--- config.mk ---
export PLATFORM = sky130hd
export DESIGN_NAME = lights_decoder
export DESIGN_NICKNAME = d
export VERILOG_FILES = /design/src/rtl/lights_decoder.sv
export SDC_FILE = /design/constraint.sdc
export NUM_CORES = 1
export LEC_CHECK = 0
export ABC_AREA = 1
export CORE_ASPECT_RATIO = 0.8
export CORE_MARGIN = 8
export CORE_UTILIZATION = 55
export DETAILED_ROUTE_END_ITERATION = 6
export DONT_BUFFER_PORTS = 1
export PLACE_DENSITY = 0.73
export SLEW_MARGIN = 20
export SYNTH_ARGS = -nofsm -noshare
export SYNTH_HDL_FRONTEND = slang
export SYNTH_SLANG_ARGS = --single-unit
export TNS_END_PERCENT = 100
--- constraint.sdc ---
create_clock -name clk -period 1.7 [get_ports clk]
set_input_delay 0.34 -clock clk [delete_from_list [all_inputs] [get_ports clk]]
set_output_delay 0.34 -clock clk [all_outputs]
set_load 0.1 [all_outputs]
--- src/rtl/lights_decoder.sv ---
// Receive-side monitor for the three-lamp hazard pattern bus: checks steps, recovers the mode.
// Optional saturating error counter built only when LIGHTS_DEC_ERRCNT_EN is defined.
module lights_decoder #(
  parameter int unsigned LOCK_N = 3,
  parameter int unsigned CNT_W  = 8
) (
  input  logic             clk,
  input  logic             reset,
  input  logic             strobe,
  input  logic [2:0]       pat,
  output logic [1:0]       mode,
  output logic             locked,
  output logic             err,
  output logic [CNT_W-1:0] err_count
);

  typedef enum logic [1:0] {
    StIdle,
    StTrack,
    StLocked
  } state_t;

  // Decisive classes share their low two bits with the mode encoding.
  localparam logic [2:0] ClsCalm    = 3'd0;
  localparam logic [2:0] ClsLeft    = 3'd1;
  localparam logic [2:0] ClsRight   = 3'd2;
  localparam logic [2:0] ClsS1Low   = 3'd3;
  localparam logic [2:0] ClsNone    = 3'd4;
  localparam logic [2:0] ClsIllegal = 3'd5;

  localparam logic [1:0] ModeRight = 2'b10;
  localparam logic [3:0] LockN     = 4'(LOCK_N);

  state_t     state_q, state_d;
  logic [2:0] prev_q, prev_d;
  logic [1:0] cand_q, cand_d;
  logic [3:0] match_q, match_d;
  logic [1:0] mode_q, mode_d;
  logic       locked_q, locked_d;
  logic       err_q, err_d;

  logic       pat_legal;
  logic [2:0] cls;

  always_comb begin
    unique case (pat)
      3'b101, 3'b010, 3'b100, 3'b001: pat_legal = 1'b1;
      default:                        pat_legal = 1'b0;
    endcase
  end

  always_comb begin
    case ({prev_q, pat})
      6'b010_101: cls = ClsCalm;
      6'b010_100: cls = ClsLeft;
      6'b100_001: cls = ClsLeft;
      6'b010_001: cls = ClsRight;
      6'b001_100: cls = ClsRight;
      6'b100_010: cls = ClsRight;
      6'b001_010: cls = ClsS1Low;
      6'b101_010: cls = ClsNone;
      default:    cls = ClsIllegal;
    endcase
  end

  always_comb begin
    state_d  = state_q;
    prev_d   = prev_q;
    cand_d   = cand_q;
    match_d  = match_q;
    mode_d   = mode_q;
    locked_d = locked_q;
    err_d    = 1'b0;

    if (strobe) begin
      if (!pat_legal) begin
        err_d    = 1'b1;
        locked_d = 1'b0;
        match_d  = '0;
        state_d  = StIdle;
      end else if (state_q == StIdle) begin
        prev_d  = pat;
        state_d = StTrack;
      end else begin
        prev_d = pat;
        case (cls)
          ClsCalm, ClsLeft, ClsRight: begin
            if (cls[1:0] == cand_q) begin
              match_d = (match_q >= LockN) ? LockN : match_q + 4'd1;
            end else begin
              // A new decisive class is a legal mode change, not an error.
              cand_d   = cls[1:0];
              match_d  = 4'd1;
              locked_d = 1'b0;
              state_d  = StTrack;
            end
          end
          ClsS1Low: begin
            if (cand_q == ModeRight) begin
              locked_d = 1'b0;
              match_d  = '0;
              state_d  = StTrack;
            end
          end
          ClsIllegal: begin
            err_d    = 1'b1;
            match_d  = '0;
            locked_d = 1'b0;
            state_d  = StTrack;
          end
          default: ;
        endcase

        if (state_d == StTrack && match_d == LockN) begin
          mode_d   = cand_d;
          locked_d = 1'b1;
          state_d  = StLocked;
        end
      end
    end
  end

  always_ff @(posedge clk or posedge reset) begin
    if (reset) begin
      state_q  <= StIdle;
      prev_q   <= '0;
      cand_q   <= '0;
      match_q  <= '0;
      mode_q   <= '0;
      locked_q <= 1'b0;
      err_q    <= 1'b0;
    end else begin
      state_q  <= state_d;
      prev_q   <= prev_d;
      cand_q   <= cand_d;
      match_q  <= match_d;
      mode_q   <= mode_d;
      locked_q <= locked_d;
      err_q    <= err_d;
    end
  end

`ifdef LIGHTS_DEC_ERRCNT_EN
  logic [CNT_W-1:0] err_count_q;

  always_ff @(posedge clk or posedge reset) begin
    if (reset) begin
      err_count_q <= '0;
    end else if (err_d && (err_count_q != '1)) begin
      err_count_q <= err_count_q + CNT_W'(1);
    end
  end

  assign err_count = err_count_q;
`else
  assign err_count = '0;
`endif

  assign mode   = mode_q;
  assign locked = locked_q;
  assign err    = err_q;

endmodule
==> results of run 1 <==
[cell usage after synthesis, drive strengths merged]
cell | instances | area share
nand2b | 1 | 0.013
ha | 1 | 0.012
inv | 23 | 0.083
conb | 1 | 0.0036
a21boi | 1 | 0.0072
nand3 | 19 | 0.11
dfrtp | 15 | 0.36
nand4 | 2 | 0.018
nand2 | 31 | 0.13
a21oi | 3 | 0.014
o22ai | 1 | 0.0060
o21ai | 15 | 0.079
nor2 | 21 | 0.095
mux2i | 1 | 0.0096
o211ai | 1 | 0.0072
buf | 8 | 0.058
[where the power goes]
part	internal, mW	switching, mW	total [mW]
clock	0.0909	0.114	0.205
sequential	0.398	0.0457	0.443
combinational	0.166	0.351	0.517
[per-stage QoR]
stage               setup slack (ns)  setup TNS, ns  total power [mW]  cell area (um^2)
detailed placement            -0.267         -0.958             0.857              1210
global route                  -0.409          -2.00              1.23              1400
CTS                           -0.242         -0.943              1.10              1330
floorplan                    -0.0460        -0.0905             0.766              1100
finish                        -0.243          -1.00              1.17              1400
global placement              -0.155         -0.462             0.841              1210
[layout make-up]
cell class,instances,area [um^2]
Multi-Input combinational cell,105,681
Fill cell,134,442
Sequential cell,15,379
Timing Repair Buffer,26,195
Inverter,23,86.3
Tap cell,24,30.0
Clock buffer,4,26.3
[registers in the layout, indices dropped and copies added (netlist names)]
register	count
cand_q	2
err	1
locked	1
match_q	4
mode	2
prev_q	3
state_q	2
[routing by layer]
layer / vias up / global-route usage / wire length [um] / part of all wire
met4: 0 / 0.0397 / 10 / 0.0036
met5: - / 0 / 0 / 0
li1: 505 / - / - / -
met2: 29 / 0.295 / 1360 / 0.49
met3: 2 / 0.0423 / 168 / 0.061
met1: 504 / 0.195 / 1240 / 0.45
[cell families (layout without fill, tap and decap cells)]
logic type | after synthesis | after routing
AOI/OAI and AO/OA | 21 | 21
adders and majority gates | 1 | 1
buffers and inverters | 31 | 53
DFF | 15 | 15
muxes | 1 | 1
other | 1 | 8
and+or+nand+nor | 74 | 74
[critical path, delay by kind of cell, from the launching register on]
kind	cells	cell delay, ns
flip-flops	1	0.44
AND/OR/NAND/NOR	13	1.20
AO/OA/AOI/OAI	2	0.12
buffers and inverters	1	0.07
[what timing repair did]
| item | 4_1_cts | 5_1_grt |
|---|---|---|
| setup buffers | 5 | 3 |
| resized for setup | 16 | 14 |
| pin swaps | 9 | 10 |
| setup endpoints to repair | 7 | 10 |
[path summary, 6_finish.rpt]
kind	startpoint	to	cells after the start
max	prev_q[1]	mode[0]	16
min	reset	cand_q[0]	1
max reg2reg	prev_q[1]	mode[0]	16
min reg2reg	match_q[3]	match_q[3]	2
max in group asynchronous	reset	prev_q[1]	1
min in group clk	pat[1]	prev_q[1]	2
==> results.tsv, run 1 <==
metric	value	unit
outcome	finished, violations left	
violations	hold timing, setup timing	
postCtsHoldBufs	0	
cts-htree-levels	1	
finalSetupViolations	6	
synth-warning-count	0	
hpwl	2.02	mm
synth.distinct_cells	25	
max-slew-margin-rel	0.622	
synth-simple-area-share	0.360	
areaGrowthSynthToFinish	34.1	%
synthCells	144	
wl_per_cell	14.1	um
cp.required	1.87	ns
grtUsageTotal	0.163	
synthAdderAreaFrac	0.0120	
synthMuxAreaShare	0.00960	
place_congestion	0.868	
portBuffers	0	
final_core_util	0.760	
max-vdd-ir-drop	739	uV
overflow	0	
finClkSkew	0.0135	ns
drv_slew	0	
vias_per_cell	5.28	
cap_viol_max_count	0	
insertion_delay	0.28	ns
final.period_utilization	1.14	
fin_hold_ws	-0.0157	ns
antenna_found_initial	0	
numCtsBuffers	3	
drt-initial-drc-count	50	
wl	2.78	mm
hold_viol_final	10	
cp_cell_sequence	inv_2, nor2_4, nand3_2, nand2_4, nor2_4, nand2_4, nand2_4, nand2_2, nand2_2, nand3_2, nand2_2, o21ai_2, nand4_2, nand2b_4, nand2_1, o21ai_1	
final_layout_size_suffix_gt1_frac	0.462	
core	1840	um^2
rsz0062_at_grt	true	
ant_nets	0	
max_freq	515	MHz
ys_seq_elements	15	
cts_tree	yes	
row_count	14	
powerDensity	834	nW/um^2
cts_num_sinks	15	
cts-root-buf	clkbuf_4	
r2r_slack	-0.24	ns
start_util	0.567	
period_needed	1.94	ns
cts.clk_slew.worst_paths	0.10	ns
vias	1040	
die_w	64.7	um
cp_slowest_cell	dfrtp_2	
grt_max_degree	16	
crit_arrival	2.11	ns
cts_buffer_depth	2	
grt_pass1_wl	4.68	mm
io_pins	18	
mostFrequentLayoutCell	buf_4	
synth_compound_area_frac	0.114	
worstMarginPinSlew	0.566	ns
grt_pass1_vias	1081	
yosysSeqAreaShare	0.360	
drc	0	
hp-class	in -> async	
cp_max_fo	6	
layout_common_cells	26 x buf_4, 19 x nand2_1, 16 x inv_1	
drt_pass1_iterations	4	
dp.cells	186	
crit_path_start_kind	flip-flop	
nets	181	
synth_top_family_by_area	simple AND/OR/NAND/NOR gates	
worstSetupPathType	reg -> reg	
synth_area_per_cell	7.24	um^2
die_h	54.9	um
p_leak	0.702	nW
dieArea	3550	um^2
syn_area	1040	um^2
setup_slack	-0.243	ns
fin_cells	197	
cp_slowest_stage_delay	0.44	ns
n_antenna_cell	0	
synthXorXnorAreaFrac	0	
end_kind	flip-flop	
(Power assumes the default switching activity.)
==> inputs of run 2 (changes only) <==
Settings changed: CORE_UTILIZATION 55 to 60, PLACE_DENSITY 0.73 to 0.76.
Clock period 1.7 ns to 2.33 ns, I/O delays scaled along.
==> results.tsv, run 2 (synthesis gave the netlist of run 1 again) <==
metric	value	unit
reg_top3	match_q x4, prev_q x3	
cts_num_sinks	15	
powerDensity	670	nW/um^2
final.period_utilization	0.855	
grt_pass1_vias	859	
cts-root-buf	clkbuf_4	
period_needed	1.99	ns
dieArea	3340	um^2
wl_per_cell	12.4	um
max_freq	502	MHz
die_h	53.3	um
antenna_found_initial	0	
regMostFlops	match_q	
grt_max_degree	16	
post_dp_cell_area	1070	um^2
layout_common_cells	26 x nand2_1, 16 x inv_1, 16 x nand3_1	
largest_reg_flops	4	
postCtsHoldBufs	0	
die_w	62.6	um
finalSetupViolations	0	
vias	908	
max-vdd-ir-drop	536	uV
cts_setup_buffers	0	
mostFrequentLayoutCell	nand2_1	
areaGrowthSynthToFinish	4.80	%
portBuffers	0	
worstSetupPathType	reg -> reg	
drc	0	
hp-class	in -> async	
start_util	0.641	
hpwl	1.74	mm
stdcell_area	1090	um^2
drt_pass1_iterations	4	
insertion_delay	0.27	ns
drv_slew	0	
core	1630	um^2
end_kind	flip-flop	
post_cts_resized	0	
cts-htree-levels	1	
cp.required	2.49	ns
p_leak	0.579	nW
cts.clk_slew.worst_paths	0.09	ns
outcome	finished clean	
final_core_util	0.672	
rsz0062_at_grt	false	
cts_tree	yes	
fin_hold_ws	0.124	ns
ant_nets	0	
n_antenna_cell	0	
wl	2.14	mm
drt-initial-drc-count	44	
max-slew-margin-rel	0.596	
hold_viol_final	0	
fin_tns_setup	0	ns
final_layout_size_suffix_gt1_frac	0.212	
grtUsageTotal	0.140	
grt_pass1_wl	3.77	mm
finClkSkew	0.00205	ns
cts_buffer_depth	2	
cp_max_fo	6	
worstMarginPinSlew	0.599	ns
row_count	13	
cap_viol_max_count	0	
numCtsBuffers	3	
vias_per_cell	5.25	
fillers	148	
nets	159	
crit_path_start_kind	flip-flop	
crit_arrival	2.15	ns
io_pins	18	
overflow	0	
place_congestion	0.841	
-- run 2: changes by cell type in the layout (fill, tap and decap cells not counted), sizes merged --
cell and change:
buf -22
-- run 2: layout make-up --
| type | instances | area (um^2) | share of cell area |
|---|---|---|---|
| Tap cell | 22 | 27.5 | 0.0252 |
| Timing Repair Buffer | 4 | 30.0 | 0.0275 |
| Inverter | 23 | 86.3 | 0.0790 |
| Clock buffer | 4 | 26.3 | 0.0241 |
| Multi-Input combinational cell | 105 | 547 | 0.501 |
| Sequential cell | 15 | 375 | 0.344 |
-- run 2: worst paths after layout --
kind | from | to | slack (ns) | cells past startpoint
max | prev_q[1] | mode[1] | 0.34 | 13
min | reset | state_q[0] | 0.12 | 1
max reg2reg | prev_q[1] | mode[1] | 0.34 | 13
min reg2reg | match_q[3] | match_q[3] | 0.54 | 2
max in group asynchronous | reset | cand_q[1] | 1.83 | 1
min in group clk | pat[2] | prev_q[2] | 0.31 | 2
-- run 2: layer usage --
metal | track usage | vias to the layer above | routed length (um)
met1 | 0.191 | 411 | 1060
met4 | 0.0642 | 0 | 18
met3 | 0.0484 | 2 | 184
met2 | 0.194 | 34 | 874
li1 | - | 461 | -
met5 | 0 | - | 0
-- run 2: worst max-delay path, cell delays in order (launching register included) --
cell      delay (ns)
dfrtp_1         0.42
nor2_1          0.19
nand3_1         0.17
nand2_1         0.11
nor2_2          0.06
nand2_4         0.08
nand3_2         0.08
nor2_1          0.11
nand3_1         0.11
o21ai_2         0.09
nand4_2         0.14
nand2b_4        0.19
nand2_1         0.08
o21ai_1         0.06
-- run 2: stage by stage --
step | worst slack [ns] | power (mW) | std cells
after floorplan | 0.515 | 0.551 | 151
after global placement | 0.390 | 0.582 | 169
after detailed placement | 0.360 | 0.587 | 169
after CTS | 0.343 | 0.737 | 173
after global routing | 0.125 | 0.783 | 173
final | 0.339 | 0.732 | 173
-- run 2: power breakdown --
| group | switching (mW) | internal (mW) | leakage [nW] |
|---|---|---|---|
| logic | 0.208 | 0.0632 | 0.370 |
| registers | 0.0274 | 0.289 | 0.194 |
| clock network | 0.0789 | 0.0663 | 0.0150 |
==> inputs of run 3 (changes only) <==
Clock period 2.33 ns to 2.13 ns, I/O delays scaled along.
==> results.tsv, run 3 (synthesis gave the netlist of run 1 again) <==
metric	value	unit
cts.clk_slew.worst_paths	0.08	ns
areaGrowthSynthToFinish	8.40	%
cp_num_buf_inv	1	
cp_slowest_cell	dfrtp_1	
setup_slack	0.121	ns
reg_top3	match_q x4, prev_q x3	
worstSetupPathType	reg -> reg	
cts_num_sinks	15	
post_dp_cell_area	1070	um^2
grt_max_degree	16	
largest_reg_flops	4	
cts-root-buf	clkbuf_4	
stdcell_area	1130	um^2
grtUsageTotal	0.143	
insertion_delay	0.28	ns
reg2regPathDepth	15	
powerDensity	728	nW/um^2
final_layout_size_suffix_gt1_frac	0.250	
max-slew-margin-rel	0.623	
p_leak	0.586	nW
ant_nets	0	
cp_top_family	simple AND/OR/NAND/NOR gates	
mostFrequentLayoutCell	nand2_1	
end_kind	flip-flop	
r2r_slack	0.12	ns
hpwl	1.78	mm
fillers	147	
vias_per_cell	5.33	
vias	928	
wl_per_cell	13.1	um
portBuffers	0	
nets	160	
start_util	0.641	
final.period_utilization	0.943	
cts_tree	yes	
cts_setup_buffers	0	
grt_pass1_vias	850	
cp_max_fo	6	
drt_pass1_iterations	4	
overflow	0	
cts-htree-levels	1	
cp_slowest_stage_delay	0.46	ns
dieArea	3340	um^2
crit_path_start_kind	flip-flop	
n_antenna_cell	0	
core	1630	um^2
grt_pass1_wl	3.77	mm
die_h	53.3	um
hold_viol_final	0	
drt-initial-drc-count	32	
cp.required	2.30	ns
max_freq	498	MHz
r2r_end	mode[1]	
cap_viol_max_count	0	
cp_cell_sequence	inv_2, nor2_4, nand3_2, nand2_1, nor2_2, nand2_4, nand2_2, nand2_2, nand2_2, nand3_1, o21ai_2, nand4_2, nand2b_4, nand2_1, o21ai_1	
die_w	62.6	um
r2r_start	prev_q[0]	
outcome	finished clean	
numCtsBuffers	3	
row_count	13	
max-vdd-ir-drop	464	uV
cts_buffer_depth	2	
wl	2.28	mm
drv_slew	0	
worstMarginPinSlew	0.565	ns
crit_arrival	2.17	ns
finalSetupViolations	0	
antenna_found_initial	0	
drc	0	
period_needed	2.01	ns
io_pins	18	
place_congestion	0.840	
layout_common_cells	25 x nand2_1, 16 x inv_1, 15 x nand3_1, 15 x dfrtp_1, 12 x nor2_1	
worst_path_most_repeated_cell	nand2_2	
finClkSkew	0.00345	ns
regMostFlops	match_q	
hp-class	in -> async	
pre_cts_slack	0.176	ns
## run 3: changes by cell type in the layout (fill, tap and decap cells not counted), sizes merged
cell,change
buf,+1
## run 3: routing by layer
| metal | track usage | wire length, um | up-vias |
|---|---|---|---|
| li1 | - | - | 459 |
| met1 | 0.187 | 1070 | 433 |
| met2 | 0.206 | 994 | 31 |
| met3 | 0.0442 | 169 | 5 |
| met4 | 0.0792 | 42 | 0 |
| met5 | 0 | 0 | - |
## run 3: worst max-delay path by stage
stage / from / end / slack (ns) / depth (start not counted)
floorplan: pat[0] / mode[1] / 0.36 / 15
global placement: prev_q[0] / mode[1] / 0.20 / 14
detailed placement: prev_q[0] / mode[1] / 0.18 / 15
CTS: prev_q[0] / mode[1] / 0.16 / 15
global route: prev_q[0] / mode[1] / -0.04 / 13
finish: prev_q[0] / mode[1] / 0.12 / 15
## run 3: stage by stage
step / hold WS, ns / power (mW) / setup TNS, ns / util / cells
finish: 0.0747 / 0.823 / 0 / 0.695 / 174
global route: 0.122 / 0.876 / -0.0770 / 0.695 / 174
CTS: 0.0830 / 0.807 / 0 / 0.676 / 174
detailed placement: 0.394 / 0.646 / 0 / 0.660 / 170
global placement: 0.383 / 0.639 / 0 / 0.660 / 170
floorplan: 0.327 / 0.603 / 0 / - / 151
## run 3: worst reg2reg max path, stage by stage, from the launching register on
cell      delay (ns)
dfrtp_1         0.46
inv_2           0.12
nor2_4          0.04
nand3_2         0.10
nand2_1         0.08
nor2_2          0.18
nand2_4         0.09
nand2_2         0.08
nand2_2         0.05
nand2_2         0.06
nand3_1         0.10
o21ai_2         0.09
nand4_2         0.13
nand2b_4        0.19
nand2_1         0.07
o21ai_1         0.06
## run 3: timing repair
item | in CTS | in global routing
resized for setup | 0 | 8
hold buffers | 0 | 0
endpoints found under the setup margin | 0 | 4
## run 3: cell type report
cell class,count,area (um^2),share of cell area
clock buffer,4,26.3,0.0233
tap,22,27.5,0.0244
sequential,15,375,0.332
inverter,23,86.3,0.0764
multi-input combinational,105,577,0.511
timing repair buffer,5,37.5,0.0332
## run 3: where the power goes
part           internal (mW)  switching (mW)  total, mW
logic                 0.0771           0.234      0.311
registers              0.316          0.0362      0.352
clock network         0.0727          0.0870      0.160
total                  0.465           0.357      0.823
